===== src/rtl/adv_cfg_pkg.sv =====
// adv_cfg_pkg: shared types and ADV7513 register map constants for the config sequencer (rev 1.0).
`default_nettype none

package adv_cfg_pkg;

  typedef enum logic [3:0] {
    S_IDLE     = 4'd0,
    S_HPD_WAIT = 4'd1,
    S_LOAD     = 4'd2,
    S_ISSUE    = 4'd3,
    S_WAIT_RSP = 4'd4,
    S_DELAY    = 4'd5,
    S_NEXT     = 4'd6,
    S_DONE     = 4'd7,
    S_ERROR    = 4'd8
  } cfg_state_t;

  typedef struct packed {
    logic       is_delay;
    logic [7:0] reg_addr;
    logic [7:0] data;
  } cfg_entry_t;

  localparam logic [7:0] ADV_REG_POWER      = 8'h41;
  localparam logic [7:0] ADV_REG_VID_IN     = 8'h15;
  localparam logic [7:0] ADV_REG_VID_STYLE  = 8'h16;
  localparam logic [7:0] ADV_REG_VID_ASPECT = 8'h17;
  localparam logic [7:0] ADV_REG_CSC_CTRL   = 8'h18;
  localparam logic [7:0] ADV_REG_HDMI_MODE  = 8'hAF;
  localparam logic [7:0] ADV_REG_AVI_0      = 8'h55;
  localparam logic [7:0] ADV_REG_AVI_1      = 8'h56;
  localparam logic [7:0] ADV_REG_HPD_CFG    = 8'hD6;

  function automatic cfg_entry_t wr(input logic [7:0] reg_addr, input logic [7:0] data);
    return '{is_delay: 1'b0, reg_addr: reg_addr, data: data};
  endfunction

  function automatic cfg_entry_t dly(input logic [7:0] units);
    return '{is_delay: 1'b1, reg_addr: 8'h00, data: units};
  endfunction

endpackage

`default_nettype wire


===== src/rtl/adv_init_rom.sv =====
// adv_init_rom: ADV7513 power-up table, combinational idx -> entry lookup (rev 1.0).
`default_nettype none

module adv_init_rom
  import adv_cfg_pkg::*;
(
  input  logic [7:0] idx,
  output cfg_entry_t entry
);

  always_comb begin
    entry = '0;
    case (idx)
      8'd0:  entry = wr(ADV_REG_POWER, 8'h10);
      8'd1:  entry = wr(8'h98, 8'h03);
      8'd2:  entry = wr(8'h9A, 8'hE0);
      8'd3:  entry = dly(8'd2);
      8'd4:  entry = wr(8'h9C, 8'h30);
      8'd5:  entry = wr(8'h9D, 8'h61);
      8'd6:  entry = wr(8'hA2, 8'hA4);
      8'd7:  entry = wr(8'hA3, 8'hA4);
      8'd8:  entry = wr(8'hE0, 8'hD0);
      8'd9:  entry = wr(8'hF9, 8'h00);
      8'd10: entry = wr(ADV_REG_VID_IN, 8'h00);
      8'd11: entry = wr(ADV_REG_VID_STYLE, 8'h30);
      8'd12: entry = wr(ADV_REG_VID_ASPECT, 8'h02);
      8'd13: entry = wr(ADV_REG_CSC_CTRL, 8'h46);
      8'd14: entry = wr(ADV_REG_HDMI_MODE, 8'h06);
      8'd15: entry = wr(8'h40, 8'h80);
      8'd16: entry = wr(8'h4C, 8'h04);
      8'd17: entry = wr(ADV_REG_AVI_0, 8'h10);
      8'd18: entry = wr(ADV_REG_AVI_1, 8'h08);
      8'd19: entry = wr(8'h96, 8'h20);
      8'd20: entry = wr(ADV_REG_HPD_CFG, 8'hC0);
      8'd21: entry = wr(8'hBA, 8'h60);
      8'd22: entry = wr(8'h0A, 8'h01);
      8'd23: entry = wr(8'h0B, 8'h0E);
      8'd24: entry = wr(8'h0C, 8'hBC);
      8'd25: entry = wr(8'h01, 8'h00);
      8'd26: entry = wr(8'h02, 8'h18);
      8'd27: entry = wr(8'h03, 8'h00);
      8'd28: entry = wr(8'hD0, 8'h3C);
      8'd29: entry = wr(8'h48, 8'h08);
      8'd30: entry = dly(8'd1);
      8'd31: entry = wr(ADV_REG_POWER, 8'h10);
      default: entry = '0;
    endcase
  end

endmodule

`default_nettype wire


===== src/rtl/adv_config_sequencer.sv =====
// adv_config_sequencer: walks the ADV7513 init table and issues I2C register writes with NACK retry (rev 1.0).
// Optional hot-plug gating is enabled by defining ADV_CFG_HPD_EN.
`default_nettype none

module adv_config_sequencer
  import adv_cfg_pkg::*;
#(
  parameter logic [6:0] DEV_ADDR    = 7'h39,
  parameter int         NUM_ENTRIES = 32,
  parameter int         MAX_RETRY   = 3,
  parameter int         DELAY_TICKS = 50000
) (
  input  logic       clock,
  input  logic       reset,
  input  logic       start,
  input  logic       hpd,
  output logic       req_valid,
  input  logic       req_ready,
  output logic [6:0] req_dev,
  output logic [7:0] req_reg,
  output logic [7:0] req_data,
  input  logic       rsp_valid,
  input  logic       rsp_nack,
  output logic       busy,
  output logic       done,
  output logic       error,
  output logic [7:0] err_index
);

  localparam int         CNT_W       = $clog2(255 * DELAY_TICKS + 1);
  localparam logic [7:0] LAST_IDX    = 8'(NUM_ENTRIES - 1);
  localparam logic [3:0] RETRY_LIMIT = 4'(MAX_RETRY);

  cfg_state_t       state, next_state;
  cfg_entry_t       rom_entry;
  logic [7:0]       idx;
  logic [3:0]       retry;
  logic [CNT_W-1:0] dly_cnt;
  logic [CNT_W-1:0] dly_load;
  logic             start_q;
  logic             start_rise;
  logic             run_start;
  logic             hpd_gate;

  adv_init_rom u_rom (
    .idx   (idx),
    .entry (rom_entry)
  );

  assign start_rise = start & ~start_q;
  assign dly_load   = CNT_W'(rom_entry.data) * CNT_W'(DELAY_TICKS);

`ifdef ADV_CFG_HPD_EN
  localparam cfg_state_t RUN_ENTRY = S_HPD_WAIT;
  logic hpd_q;
  logic hpd_rise;
  logic hpd_fall;

  always_ff @(posedge clock or posedge reset) begin
    if (reset) hpd_q <= 1'b0;
    else       hpd_q <= hpd;
  end

  assign hpd_rise = hpd & ~hpd_q;
  assign hpd_fall = ~hpd & hpd_q;
  assign hpd_gate = hpd;
`else
  localparam cfg_state_t RUN_ENTRY = S_LOAD;
  logic hpd_unused;
  assign hpd_unused = hpd;
  assign hpd_gate   = 1'b1;
`endif

  always_ff @(posedge clock or posedge reset) begin
    if (reset) state <= S_IDLE;
    else       state <= next_state;
  end

  always_comb begin
    next_state = state;
    run_start  = 1'b0;
    case (state)
      S_IDLE, S_DONE, S_ERROR: begin
        if (start_rise) begin
          run_start  = 1'b1;
          next_state = RUN_ENTRY;
        end
`ifdef ADV_CFG_HPD_EN
        if (state == S_DONE && hpd_rise) begin
          run_start  = 1'b1;
          next_state = S_HPD_WAIT;
        end
`endif
      end
      S_HPD_WAIT: if (hpd_gate) next_state = S_LOAD;
      S_LOAD:     next_state = rom_entry.is_delay ? S_DELAY : S_ISSUE;
      S_ISSUE:    if (req_ready) next_state = S_WAIT_RSP;
      S_WAIT_RSP: begin
        if (rsp_valid) begin
          if (!rsp_nack)                 next_state = S_NEXT;
          else if (retry == RETRY_LIMIT) next_state = S_ERROR;
          else                           next_state = S_ISSUE;
        end
      end
      // A zero-length delay still spends one cycle here before moving on.
      S_DELAY:    if (dly_cnt == '0) next_state = S_NEXT;
      S_NEXT:     next_state = (idx == LAST_IDX) ? S_DONE : S_LOAD;
      default:    next_state = S_IDLE;
    endcase
`ifdef ADV_CFG_HPD_EN
    if (hpd_fall && state != S_IDLE) begin
      next_state = S_IDLE;
      run_start  = 1'b0;
    end
`endif
  end

  always_ff @(posedge clock or posedge reset) begin
    if (reset) begin
      idx       <= '0;
      retry     <= '0;
      dly_cnt   <= '0;
      req_reg   <= '0;
      req_data  <= '0;
      err_index <= '0;
      start_q   <= 1'b0;
    end else begin
      start_q <= start;
      if (run_start) begin
        idx       <= '0;
        retry     <= '0;
        err_index <= '0;
      end
      case (state)
        S_LOAD: begin
          if (rom_entry.is_delay) begin
            dly_cnt <= dly_load;
          end else begin
            req_reg  <= rom_entry.reg_addr;
            req_data <= rom_entry.data;
          end
        end
        S_WAIT_RSP: begin
          if (rsp_valid && rsp_nack && next_state != S_IDLE) begin
            if (retry == RETRY_LIMIT) err_index <= idx;
            else                      retry     <= retry + 4'd1;
          end
        end
        S_DELAY: if (dly_cnt != '0) dly_cnt <= dly_cnt - CNT_W'(1);
        S_NEXT: begin
          retry <= '0;
          if (idx != LAST_IDX) idx <= idx + 8'd1;
        end
        default: ;
      endcase
    end
  end

  assign req_valid = (state == S_ISSUE);
  assign req_dev   = DEV_ADDR;
  assign done      = (state == S_DONE);
  assign error     = (state == S_ERROR);
  assign busy      = !(state == S_IDLE || state == S_DONE || state == S_ERROR);

endmodule

`default_nettype wire


===== config.mk =====
export PLATFORM = sky130hd
export DESIGN_NAME = adv_config_sequencer
export DESIGN_NICKNAME = d
export VERILOG_FILES = /design/src/rtl/adv_cfg_pkg.sv /design/src/rtl/adv_init_rom.sv /design/src/rtl/adv_config_sequencer.sv
export SDC_FILE = /design/constraint.sdc
export NUM_CORES = 1
export LEC_CHECK = 0
export ABC_AREA = 1
export BUFFER_PORTS_ARGS = -buffer_cell sky130_fd_sc_hd__buf_2
export CAP_MARGIN = 20
export CORE_ASPECT_RATIO = 1.75
export CORE_UTILIZATION = 62
export DETAILED_ROUTE_END_ITERATION = 10
export GPL_TIMING_DRIVEN = 0
export PLACE_DENSITY = 0.93
export SLEW_MARGIN = 20
export SYNTH_ARGS = -nofsm -noshare
export SYNTH_HDL_FRONTEND = slang
export SYNTH_SLANG_ARGS = --single-unit

===== constraint.sdc =====
create_clock -name clock -period 6.77 [get_ports clock]
set_clock_uncertainty 0.05 [all_clocks]
set_input_delay 1.354 -clock clock [delete_from_list [all_inputs] [get_ports clock]]
set_output_delay 1.354 -clock clock [all_outputs]
set_load 0.01 [all_outputs]

==> summary.md <==
| Metric | Value |
|---|---|
| Status | finished clean |
| Least-Margin Pin Slew | a little over 1 ns |
| Clock buffer depth | 2 |
| Met2 GRT Util | 65.0% |
| Most common flop cell mapped by yosys | dfrtp_1 |
| Mapped Area | 6040 um^2 |
| CP arrival | roughly 6.0 ns |
| DP HPWL | roughly 13 mm |
| Synth cell types | between 50 and 60 |
| DIE HEIGHT | 133 um |
| Post-route antenna net violation count | 0 |
| Ys Warns | 0 |
| Register bit total from synthesis | 65 |
| WP buf/inv | 4 |
| Final net count | roughly 980 |
| Area after DPL | ~6400 um^2 |
| Post-cts hold buffer count | 0 |
| Final cycle utilization of the critical path | ~85% |
| DRT Pass-1 Iters | 5 |
| CTS HTree Levels | 3 |
| Slew headroom | between 30% and 40% |
| Unrepaired setup endpoints after global routing | false |
| Design Area, Final | 6690 um^2 |
| Vias after detailed routing | around 6.1k |
| Final Max Slew Viols | 0 |
| Gpl congestion | between 0.9 and 1 |
| Top cell type by total area after synthesis | dfrtp_1 |
| Met1 Track Usage GR | about 33% |
| Post-Syn Instances | approximately 850 |
| Clk pin slew, worst setup/hold paths | ~0.06 ns |
| Most frequent CP cell | nand2_1 |
| Largest cells by area after synthesis | dfrtp_1, ha_1, nand2_1 |
| Most used routing layer | met2 |
| Max Cap Viol | 0 |
| Post-cts resize count | 0 |
| Crit path max-delay cell type | a311oi_1 |
| Fraction of registers with async set/reset | 100% |
| Largest net degree at the start of global routing | 40 |
| Total GRT Usage | roughly 34% |
| Final WS setup | 0.995 ns |
| Max reg flops | 24 |
| Iteration-0 DRC Markers | 434 |
| Crit path max-delay family | adder cells |
| Seq/Total Area, Yosys | between 20% and 30% |
| Total negative slack | 0 ns |
| IO Pins | 42 |
| Die X | about 77 um |
| Final Hold Viols | 0 |
| Most frequent cells in the layout | nand2_1, inv_1, nor2_1 |
| Crit-path max FO | 10 |
| Final Routed Wirelength | ~17 mm |
| Num CTS Buffers | 9 |
| Total gr overflow | 0 |
| Clk Latency, worst-skew pair | roughly 0.34 ns |
| Floorplan row count | 47 |
| Drt wl/cell | around 16 um |
| Crit path largest cell delay | around 0.8 ns |
| Critical path class | reg2reg |
| Avg Cell Area, Syn | just over 7 um^2 |
| Pre-CTS setup slack | 1.08 ns |
| Peak Freq | roughly 170 MHz |
| Number of global-route vias before repair | approximately 6k |
| # port buffers | 33 |
| First-pass GRT wire length | around 27 mm |
| Met3 usage | under 10% |
| Inserted Diodes | 0 |
| Top reg by flops | dly_cnt |
| Clk root buf | clkbuf_16 |
| Hold slack | between 0.4 and 0.5 ns |
| Initial antenna violation count | 0 |
| Area Overhead vs Synth | 10.9% |
| Initial core utilization | 63.8% |
| Min Tclk post-route | 5.78 ns |
| Die area | ~10000 um^2 |
| Final setup viols | 0 |
| CTS tree | built |
| Hold Path Class | reg2reg |
| Worst-path cell chain | inv_1, ha_1, nor2_1, inv_1, nand2_1, a21oi_1, a311oi_1, ha_1, ha_1, inv_1, fa_1, inv_1, fa_1, ha_1, nand2_1, o21ai_0, nand2_1, nand2_1, nand3_1, nand3_1, nand2_1, nor2_1, nor2_1, nor2_1 |
| Number of flops mapped to enable cells by yosys | 0 |
| Area fraction of the dominant cell type after synthesis | approximately 27% |
| Commonest non-fill, non-tap cell in the layout | nand2_1 |
| # DRC | 0 |
| Layout cells sized above 1 | about an eighth |
| Setup Fix Bufs, Post-CTS | 0 |
| Drt via density | approximately 5.9 |
| Crit. End Element | flop |
| Clk sinks | 65 |
| Placeable Area | ~9500 um^2 |
| CP Data Required Time | ~7.0 ns |
| Critical path launch point type | flop |
[Yosys cell counts, types with 3 or more instances]
master and count:
a21o_1 3, a21oi_1 44, a22o_1 3, a32o_1 3, buf_2 12, buf_4 8
buf_6 3, clkbuf_1 6, dfrtp_1 65, fa_1 12, ha_1 66, inv_1 93
inv_2 7, nand2_1 204, nand2_2 6, nand3_1 73, nand4_1 7, nor2_1 91
nor2_2 8, nor3_1 5, o211ai_1 3, o21ai_0 61, o21ai_1 9, o22ai_1 5
o31ai_1 4, xor2_1 7
[layer usage]
layer	part of all wire, %	vias to the layer above
met5	0	-
met4	6.7	0
met3	4.6	106
met2	55	283
met1	34	2798
li1	-	2877
[worst register-to-register path, stage by stage (launching register included)]
cell	delay [ns]
dfrtp_1	0.43
inv_1	0.28
ha_1	0.32
nor2_1	0.21
inv_1	0.08
nand2_1	0.09
a21oi_1	0.07
a311oi_1	0.80
ha_1	0.42
ha_1	0.28
inv_1	0.05
fa_1	0.50
inv_1	0.06
fa_1	0.47
ha_1	0.37
nand2_1	0.09
o21ai_0	0.38
nand2_1	0.09
nand2_1	0.13
nand3_1	0.11
nand3_1	0.12
nand2_1	0.06
nor2_1	0.13
nor2_1	0.05
nor2_1	0.07
[final timing paths]
check,start,to,slack [ns],cells past startpoint
setup / recovery,idx[0],dly_cnt[22],0.99,24
hold reg to reg,req_data[4],req_data[4],0.43,2
hold / removal,req_data[4],req_data[4],0.43,2
max in group asynchronous,reset,dly_cnt[20],5.17,3
setup reg to reg,idx[0],dly_cnt[22],0.99,24
min in group asynchronous,reset,start_q,0.95,2
[cell type report]
cell class	count	area, um^2
Fill cell	765	2780
Sequential cell	65	1630
Multi-Input combinational cell	655	3860
Timing Repair Buffer	34	185
Buffer	29	176
Clock buffer	9	225
Tap cell	122	153
Inverter	102	393
Clock inverter	7	71.3
[cells by family after synthesis]
family	synth area share, %
other	0.124
XOR/XNOR	1.31
flip-flops	26.9
AO/OA/AOI/OAI	14.8
AND/OR/NAND/NOR	29.8
buffers and inverters	9.39
adder cells (fa/ha/maj)	17.7
[metrics by stage]
stage / std cells / utilization (%)
after floorplan: 851 / -
after global placement: 1006 / 67.3
after detailed placement: 1007 / 67.5
after CTS: 1023 / 70.7
after global routing: 1023 / 70.7
final: 1023 / 70.7
Power is left out: the tool's default activity adds up to more than one toggle a clock period on the data nets, which glitch-free logic cannot reach.
